$ cat config.mk
export PLATFORM = sky130hd
export DESIGN_NAME = game_timer
export DESIGN_NICKNAME = d
export VERILOG_FILES = /design/src/rtl/game_timer.sv
export SDC_FILE = /design/constraint.sdc
export NUM_CORES = 1
export LEC_CHECK = 0
export CORE_MARGIN = 2
export CORE_UTILIZATION = 45
export DETAILED_ROUTE_END_ITERATION = 10
export GPL_TIMING_DRIVEN = 0
export PLACE_DENSITY = 0.73
export SLEW_MARGIN = 20
export SYNTH_ARGS = -nofsm -noshare
export SYNTH_HDL_FRONTEND = slang
export SYNTH_SLANG_ARGS = --single-unit
$ cat constraint.sdc
create_clock -name clk -period 2.65 [get_ports clk]
set_clock_uncertainty 0.1 [all_clocks]
set_input_delay 0.795 -clock clk [delete_from_list [all_inputs] [get_ports clk]]
set_output_delay 0.795 -clock clk [all_outputs]
set_load 0.02 [all_outputs]
$ cat src/rtl/game_timer.sv
// Game elapsed-time counter.
// A prescaler produces a one-second tick. Whole seconds are counted from start
// until stop or the time limit, and the final value is frozen for scoring and
// display. BCD digits of the count are kept in step with the binary count.
module game_timer #(
  parameter int TICK_DIV = 1_000_000,  // clock cycles per second, >= 2
  parameter int MAX_TIME = 90          // time limit in seconds, <= 99
) (
  input  logic       clk,
  input  logic       rst,
  input  logic       start,
  input  logic       stop,
  input  logic       pause,
  output logic [6:0] time_count,
  output logic [3:0] tens,
  output logic [3:0] ones,
  output logic       running,
  output logic       done,
  output logic       timeout,
  output logic       tick
);

  localparam int PW = $clog2(TICK_DIV);
  localparam logic [PW-1:0] PRESC_LAST = PW'(TICK_DIV - 1);
  localparam logic [6:0]    COUNT_LAST = 7'(MAX_TIME);

  typedef enum logic [1:0] {IDLE, RUNNING, PAUSED, DONE} state_t;

  state_t        state_reg, state_next;
  logic [PW-1:0] presc_reg, presc_next;
  logic [6:0]    count_reg, count_next;
  logic [3:0]    tens_reg, tens_next;
  logic [3:0]    ones_reg, ones_next;
  logic          running_reg, running_next;
  logic          done_reg, done_next;
  logic          timeout_reg, timeout_next;
  logic          tick_reg, tick_next;

  // Next-state and next-output logic; input priority is stop > pause > start.
  always_comb begin
    state_next   = state_reg;
    presc_next   = presc_reg;
    count_next   = count_reg;
    tens_next    = tens_reg;
    ones_next    = ones_reg;
    timeout_next = timeout_reg;
    tick_next    = 1'b0;

    case (state_reg)
      IDLE: begin
        if (start) begin
          state_next = RUNNING;
          presc_next = '0;
          count_next = '0;
          tens_next  = '0;
          ones_next  = '0;
        end
      end

      RUNNING: begin
        if (stop) begin
          // Stop beats a coinciding prescaler wrap: no increment, no tick.
          state_next   = DONE;
          timeout_next = 1'b0;
        end else if (pause) begin
          // Prescaler is held so the partial second survives the pause.
          state_next = PAUSED;
        end else if (presc_reg == PRESC_LAST) begin
          presc_next = '0;
          count_next = count_reg + 7'd1;
          tick_next  = 1'b1;
          if (ones_reg == 4'd9) begin
            ones_next = 4'd0;
            tens_next = tens_reg + 4'd1;
          end else begin
            ones_next = ones_reg + 4'd1;
          end
          if (count_next == COUNT_LAST) begin
            state_next   = DONE;
            timeout_next = 1'b1;
          end
        end else begin
          presc_next = presc_reg + 1'b1;
        end
      end

      PAUSED: begin
        if (stop) begin
          state_next   = DONE;
          timeout_next = 1'b0;
        end else if (pause) begin
          state_next = RUNNING;
        end
      end

      DONE: begin
        if (start) begin
          state_next   = RUNNING;
          presc_next   = '0;
          count_next   = '0;
          tens_next    = '0;
          ones_next    = '0;
          timeout_next = 1'b0;
        end
      end

      default: state_next = IDLE;
    endcase

    running_next = (state_next == RUNNING);
    done_next    = (state_next == DONE);
  end

  // State and output registers with synchronous reset.
  always_ff @(posedge clk) begin
    if (rst) begin
      state_reg   <= IDLE;
      presc_reg   <= '0;
      count_reg   <= '0;
      tens_reg    <= '0;
      ones_reg    <= '0;
      running_reg <= 1'b0;
      done_reg    <= 1'b0;
      timeout_reg <= 1'b0;
      tick_reg    <= 1'b0;
    end else begin
      state_reg   <= state_next;
      presc_reg   <= presc_next;
      count_reg   <= count_next;
      tens_reg    <= tens_next;
      ones_reg    <= ones_next;
      running_reg <= running_next;
      done_reg    <= done_next;
      timeout_reg <= timeout_next;
      tick_reg    <= tick_next;
    end
  end

  assign time_count = count_reg;
  assign tens       = tens_reg;
  assign ones       = ones_reg;
  assign running    = running_reg;
  assign done       = done_reg;
  assign timeout    = timeout_reg;
  assign tick       = tick_reg;

endmodule

### Word-level counts from Yosys, hierarchy flattened

Cells that the tools add are included.

* latch bits: 0
* memory bits (writable): 0
* memories kept: 0
* input port bits: 5
* flip-flop bits (word level): 41
* ROM bits: 0

* equal/unequal tests: 18
* $lt $le $gt $ge: 0
* shifts and indexed selects: 0
* multiplexer cells: 37
* bitwise gates (word level): 1
* reduce and logical (&&, ||, !) cells: 9
* $mul: 0
* divide/modulo/power cells: 0
* add/subtract/negate cells: 4

Operator list (count)
* two-way mux 20 bit: 4
* one-hot mux 20 bit (2 select lines): 1
* two-way mux 4 bit: 9
* two-way mux 7 bit: 4
* adder 20 x 1 -> 20 bit, second input constant: 1
* == test 20 bit, second input constant: 1
* one-hot mux 4 bit (2 select lines): 2
* two-way mux 2 bit: 7
* one-hot mux 7 bit (2 select lines): 1
* != test 2 bit, second input constant: 6
* AND reduction 6 bit: 2
* != test 3 bit, second input constant: 3
* adder 4 x 1 -> 4 bit, second input constant: 2
* adder 7 x 1 -> 7 bit, second input constant: 1
* == test 7 bit, second input constant: 1
* two-way mux 1 bit: 7
* == test 2 bit, second input constant: 3
* one-hot mux 2 bit (3 select lines): 1
* AND reduction 5 bit: 1
* == test 2 x 1 -> 1 bit, second input constant: 2
* == test 4 bit, second input constant: 1
* AND reduction 4 bit: 1
* OR reduction 4 bit: 1
* one-hot mux 1 bit (3 select lines): 1
* 6 further kinds: 6

### Logic depth before layout (Yosys ltp)

* word-level depth: 8
* mapped depth: 9

### Worst setup path after synthesis

OpenSTA, ideal clock, no wires.

* kind: input to register
* start: in stop
* end: reg presc_reg[10]
* data arrival time: 2.443 ns
* setup time: 0.070 ns
* stages: 7
* path slack: 0.037 ns
* buffers on the path: 1
* required time: 2.480 ns
* cell sequence: clkbuf_1 > nor3b_2 > o21ai_2 > nor2_1 > nand3_1 > or4b_2 > a21oi_1

* cells in the longest elaborated chain, start to end: 2

RTL lines
* start, declared: RTL line 12 `input logic stop,`
* != test 2 bit (no source line)
* AND reduction 4 bit (no source line)
* end signal, assigned: RTL line 128 `presc_reg <= presc_next;`
* end, declared: RTL line 30 `logic [PW-1:0] presc_reg, presc_next;`

No other way between the ends.
A chain may end at the register's enable or synchronous reset.

### Worst setup path in the final report

* start: reg state_reg[1]
* end: reg presc_reg[10]

* cells in the longest elaborated chain, start to end: 4
* elaborated cells between the ends (all ways): 10
* classes of those cells: eq/ne (5); mux (1); reduce/logical (4)

RTL lines
* start, declared: RTL line 29 `state_t state_reg, state_next;`
* start signal, assigned: RTL line 127 `state_reg <= state_next;`
* == test 2 bit or zero test 2 bit (tied branches): RTL line 49 `case (state_reg)`
* OR reduction 2 bit (no source line)
* != test 2 x 1 -> 1 bit (no source line) or nonzero test 2 bit (tied branches)
* AND reduction 4 bit (no source line)

Several ways; a longest one is shown, not always the timed one.

==> results.py <==
metrics = {
    "outcome": {
        "status": "finished clean",
    },
    "worst_setup_path": {
        "worstSetupEndpointType": "flop",
        "worst_setup_path_start_kind": "flop",
        "cp_data_required_time_ps": 2770,
        "arrival_ps": 2660,
        "cp_slowest_cell": "or4b_2",
        "critPathKind": "reg2reg",
        "startpoint": "state_reg[1]",
        "worstPathCellList": "inv_1, ha_1, nor3b_4, o21ai_2, nor2_2, nand3_1, or4b_2, a21oi_1",
        "r2r-start": "state_reg[1]",
        "cp_max_fo": 8,
        "max_stage_delay_ps": 620,
    },
    "sta": {
        "min_period_over_period": 0.956,
        "tightest_slew_ps": 576,
        "max_freq_mhz": 395,
        "setup_violations": 0,
        "hold_violations": 0,
        "slew_violations": 0,
        "final.setup.worst_slack_ps": 117,
        "slew_headroom": 0.606,
        "period_needed_ps": 2530,
    },
    "global_route": {
        "grt_pass1_wl_um": 8290,
        "antenna_found_initial": 0,
        "grt_max_degree": 13,
        "track_usage": 0.189,
        "grt_overflow": 0,
        "grt_pass1_vias": 1843,
    },
    "synth": {
        "ys_seq_elements": 41,
        "synth_async_sr_flop_share": 0,
        "yosys.cell_types.count": 59,
        "yosysTopAreaCell": "dfxtp_1",
        "ys.flop_type": "dfxtp_1",
        "synthCells": 274,
        "synth.avg_cell_area_um2": 8.42,
        "synth_nets": 290,
        "synth_area_leaders": "dfxtp_1 (36%), nor2_1 (7.2%), ha_1 (6.0%), xor2_1 (5.3%), a21oi_1 (3.7%)",
        "synth_top_area_frac": 0.356,
        "seq_area_frac_synth": 0.356,
        "syn-cell-area_um2": 2310,
        "ys_warn_count": 0,
        "synth_edf_count": 0,
    },
    "floorplanning": {
        "io_pins": 24,
        "fp.dieW_um": 75.6,
        "die_h_um": 75.6,
        "coreArea_um2": 5010,
        "fp.dieArea_um2": 5710,
        "start_util": 0.460,
        "rows": 26,
    },
    "cts": {
        "cts.clk_slew.worst_paths_ps": 80,
        "clk_latency_ps": 300,
        "cts.htree.levels": 2,
        "cts_buffers": 5,
        "cts_buffer_depth": 2,
        "cts_sinks": 41,
        "cts_tree": "built",
        "cts_hold_buf": 0,
        "clock-root-buffer": "clkbuf_8",
    },
    "worst_hold_path": {
        "min_from": "timeout",
        "hp-class": "reg2reg",
    },
    "routing": {
        "vias": 2098,
        "avgRoutedWirePerCell_um": 14.0,
        "dr.pass1.iters": 5,
        "via_per_inst": 5.58,
        "drc_errors": 0,
        "drt_iter0_drc": 184,
        "wirelength_um": 5270,
        "drt.antenna.violating_nets": 0,
    },
    "placed_design": {
        "hpwlAfterDp_um": 3770,
        "routabilityCongestion": 0.824,
        "port_buffers": 22,
        "dp_cells": 366,
        "dp_worst_setup_slack_ps": -606,
    },
    "pwr": {
        "vdd_drop_max_v": 0.000317,
        "power_mw": 2.19,
        "power.density_nw_per_um2": 792,
        "p_leak_nw": 0.979,
    },
    "final_layout": {
        "largest_register_ffs": 20,
        "instances_no_fill": 376,
        "layout-drive-gt1-share": 0.124,
        "num_antenna_cells": 0,
        "final_util": 0.551,
        "final_nets": 322,
        "area_growth_pct": 19.8,
    },
    "run": {
        "drv_cap": 0,
    },
}
==> layer usage <==
metal	share of wire	up-vias	GRT usage	wire, um
met5	0	-	0	0
met4	0.023	0	0.0877	119
met3	0.046	13	0.0397	242
met2	0.47	55	0.313	2500
met1	0.46	982	0.234	2410
li1	-	1048	-	-
==> repair_timing <==
item / 4_1_cts / 5_1_grt
setup buffers: 1 / 2
gates resized for setup: 2 / 8
endpoints found under the setup margin: 5 / 10
pin swaps: 1 / 0
==> cells in the mapped netlist, types with 4 or more instances <==
library cell	number
ha_1	11
nand2_1	17
nor4_1	4
nor2_1	44
nand3_1	11
nand3b_1	5
and3_1	5
xor2_1	14
a21oi_1	17
clkbuf_1	4
inv_1	14
o21ai_0	11
dfxtp_1	41
nand4_1	4
nor3_1	12
==> through the flow <==
stage	area, um2	hold slack, ps	TNS, ps
floorplan	2310	361	0
CTS	2730	375	0
finish	2760	371	0
global route	2760	401	-11.4
global placement	2610	360	-7000
detailed placement	2610	362	-7020
==> cell type report <==
class,instances,area (um2)
Fill cell,491,2250
Sequential cell,41,822
Tap cell,70,87.6
Clock buffer,5,68.8
Multi-Input combinational cell,211,1390
Buffer,7,61.3
Inverter,15,56.3
Timing Repair Buffer,25,244
Clock inverter,2,35.0
==> critical path: cells and delay by family (launching register included) <==
family,cells,cell delay [ps]
DFF,1,380
and+or+nand+nor,4,1240
buffers and inverters,1,110
adders and majority gates,1,340
AOI/OAI and AO/OA,2,300
==> where the power goes <==
part / internal [mW] / switching, mW / total, mW
logic: 0.378 / 0.592 / 0.971
registers: 0.669 / 0.0609 / 0.730
clock network: 0.274 / 0.214 / 0.488
==> cell families after synthesis <==
group / count (synthesis) / share of synthesized area
AND/OR/NAND/NOR: 133 / 0.321
XOR/XNOR: 15 / 0.0570
buffers and inverters: 22 / 0.0505
multiplexers: 2 / 0.00922
adder cells (fa/ha/maj): 11 / 0.0597
flip-flops: 41 / 0.356
AO/OA/AOI/OAI: 50 / 0.147
==> cells in the final DEF (no fill, tap or decap), types with 3 or more instances in the layout <==
master	Yosys	layout
nor2_1	44	42
nand3b_1	5	5
nand3_1	11	11
ha_1	11	11
nand4b_1	3	3
nor2b_1	3	3
o21ai_0	11	11
nand4_1	4	4
clkbuf_1	4	3
nor3_1	12	12
nor2_2	3	5
a311oi_1	3	3
xor2_1	14	14
buf_4	0	3
dfxtp_1	41	40
a21oi_1	17	17
or4_1	3	3
nand2_1	17	17
and3_1	5	5
nor4_1	4	4
clkdlybuf4s50_1	0	20
inv_1	14	14
clkbuf_8	1	6
==> path summary, 6_finish.rpt <==
check             slack, ps       endpoint  cells after the start
setup / recovery        120  presc_reg[10]                      8
setup reg to reg        120  presc_reg[10]                      8
hold / removal          370        timeout                      2
hold reg to reg         370        timeout                      2
No activity file was read; power rests on OpenSTA's default activity.
